--- config.mk ---
export PLATFORM = sky130hd
export DESIGN_NAME = frame_buffer_arbiter_flat
export DESIGN_NICKNAME = d
export VERILOG_FILES = /design/src/rtl/frame_buffer_arbiter_if.sv /design/src/rtl/frame_buffer_arbiter.sv /design/src/flat_wrapper.sv
export SDC_FILE = /design/constraint.sdc
export NUM_CORES = 1
export LEC_CHECK = 0
export ABC_AREA = 1
export ABC_CLOCK_PERIOD_IN_PS = 1850
export BUFFER_PORTS_ARGS = -buffer_cell sky130_fd_sc_hd__clkbuf_2
export CAP_MARGIN = 20
export CORE_ASPECT_RATIO = 1.4
export CORE_MARGIN = 2
export CORE_UTILIZATION = 50
export CTS_CLUSTER_SIZE = 28
export DETAILED_ROUTE_END_ITERATION = 10
export PLACE_DENSITY = 0.76
export SLEW_MARGIN = 20
export SYNTH_ARGS = -nofsm -noshare
export SYNTH_HDL_FRONTEND = slang
export SYNTH_SLANG_ARGS = --single-unit
--- constraint.sdc ---
create_clock -name clock -period 1.85 [get_ports clock]
set_input_delay 0.37 -clock clock [delete_from_list [all_inputs] [get_ports clock]]
set_output_delay 0.37 -clock clock [all_outputs]
set_load 0.1 [all_outputs]
--- src/rtl/frame_buffer_arbiter_if.sv ---
// Host write port and display-controller bundle for frame_buffer_arbiter.
// Optional macro FB_REPEAT_CNT_EN adds the RepeatCnt frame-repeat counter.
interface frame_buffer_arbiter_if #(
  parameter int unsigned ROW_W = 7,
  parameter int unsigned COL_W = 4
) ();

  // Host / display-controller driven
  logic                   CSDisplay;
  logic                   WrValid;
  logic [7:0]             WrData;
  logic                   SyncVB;

  // Arbiter driven
  logic                   WrReady;
  logic                   WE0;
  logic                   WE1;
  logic [ROW_W+COL_W-1:0] WrAddr;
  logic [7:0]             WrDataOut;
  logic                   RdSel;
  logic                   DispValid;
  logic                   Buf0Empty;
  logic                   Buf1Empty;
  logic                   SwapPulse;
  logic                   RepeatPulse;
`ifdef FB_REPEAT_CNT_EN
  logic [7:0]             RepeatCnt;
`endif

  // Host and display controller side
  modport master (
    output CSDisplay, WrValid, WrData, SyncVB,
    input  WrReady, WE0, WE1, WrAddr, WrDataOut, RdSel, DispValid,
    input  Buf0Empty, Buf1Empty, SwapPulse, RepeatPulse
`ifdef FB_REPEAT_CNT_EN
    , input RepeatCnt
`endif
  );

  // Arbiter side
  modport slave (
    input  CSDisplay, WrValid, WrData, SyncVB,
    output WrReady, WE0, WE1, WrAddr, WrDataOut, RdSel, DispValid,
    output Buf0Empty, Buf1Empty, SwapPulse, RepeatPulse
`ifdef FB_REPEAT_CNT_EN
    , output RepeatCnt
`endif
  );

endinterface

--- src/rtl/frame_buffer_arbiter.sv ---
// Ping-pong frame buffer arbiter. Host bytes are steered into the buffer the
// display is not reading; a full buffer is handed to the display only on the
// SyncVB frame-start pulse. ROW_W/COL_W must cover ROWS/COLS.
// Optional macro FB_REPEAT_CNT_EN adds a saturating RepeatCnt output that
// counts frames re-shown since the last swap.
module frame_buffer_arbiter #(
  parameter int unsigned ROWS  = 100,
  parameter int unsigned COLS  = 16,
  parameter int unsigned ROW_W = 7,
  parameter int unsigned COL_W = 4
) (
  input logic clock,
  input logic reset,
  frame_buffer_arbiter_if.slave bus
);

  typedef enum logic [0:0] {StFill, StWait} state_e;

  localparam logic [ROW_W-1:0] LastRow = ROW_W'(ROWS - 1);
  localparam logic [COL_W-1:0] LastCol = COL_W'(COLS - 1);

  state_e                 r_state,      w_state_nxt;
  logic                   r_wr_sel,     w_wr_sel_nxt;
  logic                   r_rd_sel,     w_rd_sel_nxt;
  logic [ROW_W-1:0]       r_row,        w_row_nxt;
  logic [COL_W-1:0]       r_col,        w_col_nxt;
  logic                   r_we0,        w_we0_nxt;
  logic                   r_we1,        w_we1_nxt;
  logic [ROW_W+COL_W-1:0] r_wr_addr,    w_wr_addr_nxt;
  logic [7:0]             r_wr_data,    w_wr_data_nxt;
  logic                   r_disp_valid, w_disp_valid_nxt;
  logic                   r_buf0_empty, w_buf0_empty_nxt;
  logic                   r_buf1_empty, w_buf1_empty_nxt;
  logic                   r_swap,       w_swap_nxt;
  logic                   r_repeat,     w_repeat_nxt;
`ifdef FB_REPEAT_CNT_EN
  logic [7:0]             r_repeat_cnt, w_repeat_cnt_nxt;
`endif

  logic w_ready;
  logic w_xfer;
  logic w_last;

  assign w_ready = bus.CSDisplay & (r_state == StFill);
  assign w_xfer  = bus.WrValid & w_ready;
  assign w_last  = (r_row == LastRow) && (r_col == LastCol);

  // Next-state: write steering, address counters, buffer flags and swap FSM
  always_comb begin
    w_state_nxt      = r_state;
    w_wr_sel_nxt     = r_wr_sel;
    w_rd_sel_nxt     = r_rd_sel;
    w_row_nxt        = r_row;
    w_col_nxt        = r_col;
    w_we0_nxt        = 1'b0;
    w_we1_nxt        = 1'b0;
    w_wr_addr_nxt    = r_wr_addr;
    w_wr_data_nxt    = r_wr_data;
    w_disp_valid_nxt = r_disp_valid;
    w_buf0_empty_nxt = r_buf0_empty;
    w_buf1_empty_nxt = r_buf1_empty;
    w_swap_nxt       = 1'b0;
    w_repeat_nxt     = 1'b0;
`ifdef FB_REPEAT_CNT_EN
    w_repeat_cnt_nxt = r_repeat_cnt;
`endif

    // With CSDisplay low everything holds; strobes and pulses fall to 0
    if (bus.CSDisplay) begin
      if (w_xfer) begin
        w_we0_nxt     = ~r_wr_sel;
        w_we1_nxt     = r_wr_sel;
        w_wr_addr_nxt = {r_row, r_col};
        w_wr_data_nxt = bus.WrData;
        if (w_last) begin
          w_row_nxt   = '0;
          w_col_nxt   = '0;
          w_state_nxt = StWait;
          if (r_wr_sel) w_buf1_empty_nxt = 1'b0;
          else          w_buf0_empty_nxt = 1'b0;
        end else if (r_col == LastCol) begin
          w_col_nxt = '0;
          w_row_nxt = r_row + 1'b1;
        end else begin
          w_col_nxt = r_col + 1'b1;
        end
      end

      if (bus.SyncVB) begin
        unique case (r_state)
          StWait: begin
            // Release the frame the display was showing before handing over
            if (r_disp_valid) begin
              if (r_rd_sel) w_buf1_empty_nxt = 1'b1;
              else          w_buf0_empty_nxt = 1'b1;
            end
            w_rd_sel_nxt     = r_wr_sel;
            w_wr_sel_nxt     = ~r_wr_sel;
            w_disp_valid_nxt = 1'b1;
            w_swap_nxt       = 1'b1;
            w_state_nxt      = StFill;
`ifdef FB_REPEAT_CNT_EN
            w_repeat_cnt_nxt = '0;
`endif
          end
          StFill: begin
            // Includes the case where the final byte lands this same cycle:
            // the swap waits for the next SyncVB
            if (r_disp_valid) begin
              w_repeat_nxt = 1'b1;
`ifdef FB_REPEAT_CNT_EN
              if (r_repeat_cnt != 8'hFF) w_repeat_cnt_nxt = r_repeat_cnt + 8'd1;
`endif
            end
          end
          default: ;
        endcase
      end
    end
  end

  // State register with synchronous reset; reset drops any partial or full frame
  always_ff @(posedge clock) begin
    if (reset) begin
      r_state      <= StFill;
      r_wr_sel     <= 1'b0;
      r_rd_sel     <= 1'b0;
      r_row        <= '0;
      r_col        <= '0;
      r_we0        <= 1'b0;
      r_we1        <= 1'b0;
      r_wr_addr    <= '0;
      r_wr_data    <= '0;
      r_disp_valid <= 1'b0;
      r_buf0_empty <= 1'b1;
      r_buf1_empty <= 1'b1;
      r_swap       <= 1'b0;
      r_repeat     <= 1'b0;
`ifdef FB_REPEAT_CNT_EN
      r_repeat_cnt <= '0;
`endif
    end else begin
      r_state      <= w_state_nxt;
      r_wr_sel     <= w_wr_sel_nxt;
      r_rd_sel     <= w_rd_sel_nxt;
      r_row        <= w_row_nxt;
      r_col        <= w_col_nxt;
      r_we0        <= w_we0_nxt;
      r_we1        <= w_we1_nxt;
      r_wr_addr    <= w_wr_addr_nxt;
      r_wr_data    <= w_wr_data_nxt;
      r_disp_valid <= w_disp_valid_nxt;
      r_buf0_empty <= w_buf0_empty_nxt;
      r_buf1_empty <= w_buf1_empty_nxt;
      r_swap       <= w_swap_nxt;
      r_repeat     <= w_repeat_nxt;
`ifdef FB_REPEAT_CNT_EN
      r_repeat_cnt <= w_repeat_cnt_nxt;
`endif
    end
  end

  assign bus.WrReady     = w_ready;
  assign bus.WE0         = r_we0;
  assign bus.WE1         = r_we1;
  assign bus.WrAddr      = r_wr_addr;
  assign bus.WrDataOut   = r_wr_data;
  assign bus.RdSel       = r_rd_sel;
  assign bus.DispValid   = r_disp_valid;
  assign bus.Buf0Empty   = r_buf0_empty;
  assign bus.Buf1Empty   = r_buf1_empty;
  assign bus.SwapPulse   = r_swap;
  assign bus.RepeatPulse = r_repeat;
`ifdef FB_REPEAT_CNT_EN
  assign bus.RepeatCnt   = r_repeat_cnt;
`endif

endmodule

--- src/flat_wrapper.sv ---
// flat-port wrapper written by rule: the top's interface ports become plain ports
module frame_buffer_arbiter_flat 
#(
  parameter int unsigned ROWS  = 100,
  parameter int unsigned COLS  = 16,
  parameter int unsigned ROW_W = 7,
  parameter int unsigned COL_W = 4
)
  (clock, reset, bus_CSDisplay, bus_WrValid, bus_WrData, bus_SyncVB, bus_WrReady, bus_WE0, bus_WE1, bus_WrAddr, bus_WrDataOut, bus_RdSel, bus_DispValid, bus_Buf0Empty, bus_Buf1Empty, bus_SwapPulse, bus_RepeatPulse);
  frame_buffer_arbiter_if #(.ROW_W(ROW_W), .COL_W(COL_W)) bus_i ();
  input logic clock;
  input logic reset;
  input wire logic [$bits(bus_i.CSDisplay)-1:0] bus_CSDisplay;
  input wire logic [$bits(bus_i.WrValid)-1:0] bus_WrValid;
  input wire logic [$bits(bus_i.WrData)-1:0] bus_WrData;
  input wire logic [$bits(bus_i.SyncVB)-1:0] bus_SyncVB;
  output wire logic [$bits(bus_i.WrReady)-1:0] bus_WrReady;
  output wire logic [$bits(bus_i.WE0)-1:0] bus_WE0;
  output wire logic [$bits(bus_i.WE1)-1:0] bus_WE1;
  output wire logic [$bits(bus_i.WrAddr)-1:0] bus_WrAddr;
  output wire logic [$bits(bus_i.WrDataOut)-1:0] bus_WrDataOut;
  output wire logic [$bits(bus_i.RdSel)-1:0] bus_RdSel;
  output wire logic [$bits(bus_i.DispValid)-1:0] bus_DispValid;
  output wire logic [$bits(bus_i.Buf0Empty)-1:0] bus_Buf0Empty;
  output wire logic [$bits(bus_i.Buf1Empty)-1:0] bus_Buf1Empty;
  output wire logic [$bits(bus_i.SwapPulse)-1:0] bus_SwapPulse;
  output wire logic [$bits(bus_i.RepeatPulse)-1:0] bus_RepeatPulse;
  assign bus_i.CSDisplay = bus_CSDisplay;
  assign bus_i.WrValid = bus_WrValid;
  assign bus_i.WrData = bus_WrData;
  assign bus_i.SyncVB = bus_SyncVB;
  assign bus_WrReady = bus_i.WrReady;
  assign bus_WE0 = bus_i.WE0;
  assign bus_WE1 = bus_i.WE1;
  assign bus_WrAddr = bus_i.WrAddr;
  assign bus_WrDataOut = bus_i.WrDataOut;
  assign bus_RdSel = bus_i.RdSel;
  assign bus_DispValid = bus_i.DispValid;
  assign bus_Buf0Empty = bus_i.Buf0Empty;
  assign bus_Buf1Empty = bus_i.Buf1Empty;
  assign bus_SwapPulse = bus_i.SwapPulse;
  assign bus_RepeatPulse = bus_i.RepeatPulse;
  frame_buffer_arbiter #(.ROWS(ROWS), .COLS(COLS), .ROW_W(ROW_W), .COL_W(COL_W)) u_core (.clock(clock), .reset(reset), .bus(bus_i));
endmodule
==> impl_metrics.yaml <==
run_status:
  run_status: "finished, final reports clean"
global_route:
  grt_overflow: 0
  grt_max_degree: 28
  grtUsageTotal_pct: 19.24
  antenna_found_initial: 0
  grt_pass1_wl_um: 5209
  grt_pass1_vias: 1291
placed_design:
  place_congestion: 0.8634
  place_hpwl_um: 2166
  post_dp_cell_area_um2: 1775
  dpl.cell_count: 274
  place_ws_ns: 0.4371
  numPortBuffers: 40
setup_path:
  end_kind: "primary output"
  critPathLaunchType: "flop"
  cp_data_arrival_time_ns: 1.21
  crit_fanout: 4
  critPathSlowestCell: "clkbuf_2"
  worstPathCellList: "nor2_2, clkbuf_2"
  path_class: "reg -> out"
  slowest_delay_ns: 0.45
  critPathTopFamily: "buffers and inverters"
  critPathBufInv: 1
  cp.required_ns: 1.48
clocking:
  post_cts_resized: 0
  cts-root-buf: "clkbuf_8"
  post-cts-setup-buffers: 0
  clock_latency_ns: 0.30
  cts_buffers: 5
  hold_buffers: 0
  cts_tree: "built"
  cts_max_level: 2
  path_clk_slew_ns: 0.07
  clock_sinks: 40
  cts_buffer_depth: 2
floorplan:
  die_area_um2: 3611
  die_x_um: 51.36
  design.core.area_um2: 3063
  die_h_um: 70.31
  ios: 41
  initial_core_util_pct: 51.27
  row_count: 24
timing:
  rsz0062_at_grt: "false"
  final_max_slew_viol_count: 0
  whs_ns: 0.2959
  fin_ws_ns: 0.2728
  tightest_slew_ns: 0.5633
  clock.fmax_mhz: 634.0
  period_share_pct: 85.25
  tns_ns: 0
  skew_ns: 0.004277
  period_minus_slack_ns: 1.577
  hold_violations: 0
  setup_viol: 0
  timing.slew.headroom_pct: 62.60
power_and_ir_drop:
  finalPower_mw: 1.663
  p_seq_share_pct: 53.6
  switchingPower_mw: 0.4854
  swShare_pct: 29.19
  p_leak_nw: 0.8015
  combPwrFrac_pct: 14.0
  ir_drop_v: 0.0007354
  power.density_nw_per_um2: 897.3
  internal_power_mw: 1.177
  pwr-share-clk_pct: 32.3
logic_synthesis:
  seq_area_frac_synth_pct: 51.00
  async_reset_ff_share_pct: 0
  synth_area_leaders: "dfxtp_1 51%, nand2_1 12%, a21oi_1 8.0%, inv_1 4.1%, nor2_1 3.8%"
  synth-edff-count: 0
  syn_area_um2: 1570
  synth_cell_types: 26
  yosysTopAreaCellShare_pct: 51.00
  synth_top_cell_by_area: "dfxtp_1"
  synth_nets: 216
  yosysWarnings: 0
  syn_avg_cell_area_um2: 7.812
  synth_ff_type: "dfxtp_1"
  synth_cells: 201
  synth-seq-cells: 40
layout:
  stdcell_area_um2: 1853
  utilization_pct: 60.50
  num_antenna_cells: 0
  layout.cells.non_filler: 281
  fin_nets: 257
  final_common_cell: "nand2_1"
  final_cell_mix: "50 x nand2_1, 40 x clkbuf_2, 40 x dfxtp_1"
  fill_cells: 317
  area.growth.synth_to_final_pct: 18.01
  drive_above_1_share_pct: 24.38
drt:
  wl_um: 3125
  dr.pass1.iters: 4
  ant_nets: 0
  wl_per_cell_um: 11.12
  drt_first_iter_violations: 32
  drcViolationCount: 0
  routed_via_density: 4.957
  vias: 1393
flow_run:
  cap_violations: 0
min_path:
  hold_path.class: "in -> reg"
==> power by group through the flow <==
stage	logic, mW	clock network [mW]	registers (mW)
after detailed placement	0.234	0	0.911
after floorplan	0.0692	0	1.04
final	0.233	0.538	0.892
after global placement	0.233	0	0.910
after CTS	0.235	0.548	0.892
after global routing	0.247	0.578	0.894
==> Yosys cell counts, types with 2 or more instances <==
cell	number
nand4_1	2
nand3_1	10
inv_2	3
a31oi_1	2
nand2_1	50
o21ai_1	7
and3_1	2
dfxtp_1	40
o21ai_0	5
nor2_2	2
clkbuf_1	3
buf_6	4
ha_1	2
nor2_1	16
nor3_1	2
a21oi_1	25
inv_1	17
==> worst min-delay path, cell delays in order <==
cell      delay [ns]
clkbuf_2        0.08
nand2_1         0.05
a21oi_1         0.05
==> metal layers <==
metal  global-route usage (%)  share of wire, %  up-vias
met2                    33.76                52       33
met3                    6.197               5.4        8
met5                        0                 0        -
li1                         -                 -      727
met1                    19.45                40      625
met4                    10.23               2.7        0
==> flip-flops by register name, indices dropped and copies added, names as in the netlist, 4 cells and up <==
register              flops
u_core.r_col              4
u_core.bus.WrDataOut      8
u_core.bus.WrAddr        11
u_core.r_row              7
==> worst paths after layout <==
check                               startpoint                                   end  slack, ns  cells past startpoint
min                              bus_WrData[5]  u_core.bus.WrDataOut[5]$_SDFFE_PP0P_       0.30                      3
min reg2reg  u_core.bus.Buf0Empty$_SDFFE_PP1P_     u_core.bus.Buf0Empty$_SDFFE_PP1P_       0.46                      2
max reg2reg       u_core.r_col[1]$_SDFFE_PP0P_          u_core.r_row[6]$_SDFFE_PP0P_       0.44                      8
max                u_core.r_state$_SDFFE_PP0P_                           bus_WrReady       0.27                      2
==> layout make-up <==
| class | instances | area, µm² | area share [%] |
|---|---|---|---|
| Clock inverter | 1 | 5.005 | 0.2701 |
| Sequential cell | 40 | 800.8 | 43.21 |
| Inverter | 21 | 83.83 | 4.524 |
| Clock buffer | 6 | 72.57 | 3.916 |
| Timing Repair Buffer | 43 | 222.7 | 12.02 |
| Tap cell | 39 | 48.80 | 2.633 |
| Multi-Input combinational cell | 131 | 619.3 | 33.42 |
==> kinds of logic (layout without fill, tap and decap cells) <==
group / after synthesis / count (layout) / synth area share [%]
AOI/OAI and AO/OA: 41 / 41 / 13.55
DFF: 40 / 40 / 51.00
adders and majority gates: 2 / 2 / 1.593
buffers and inverters: 30 / 71 / 9.721
and+or+nand+nor: 88 / 88 / 24.14
Power figures use the tool's default switching activity.
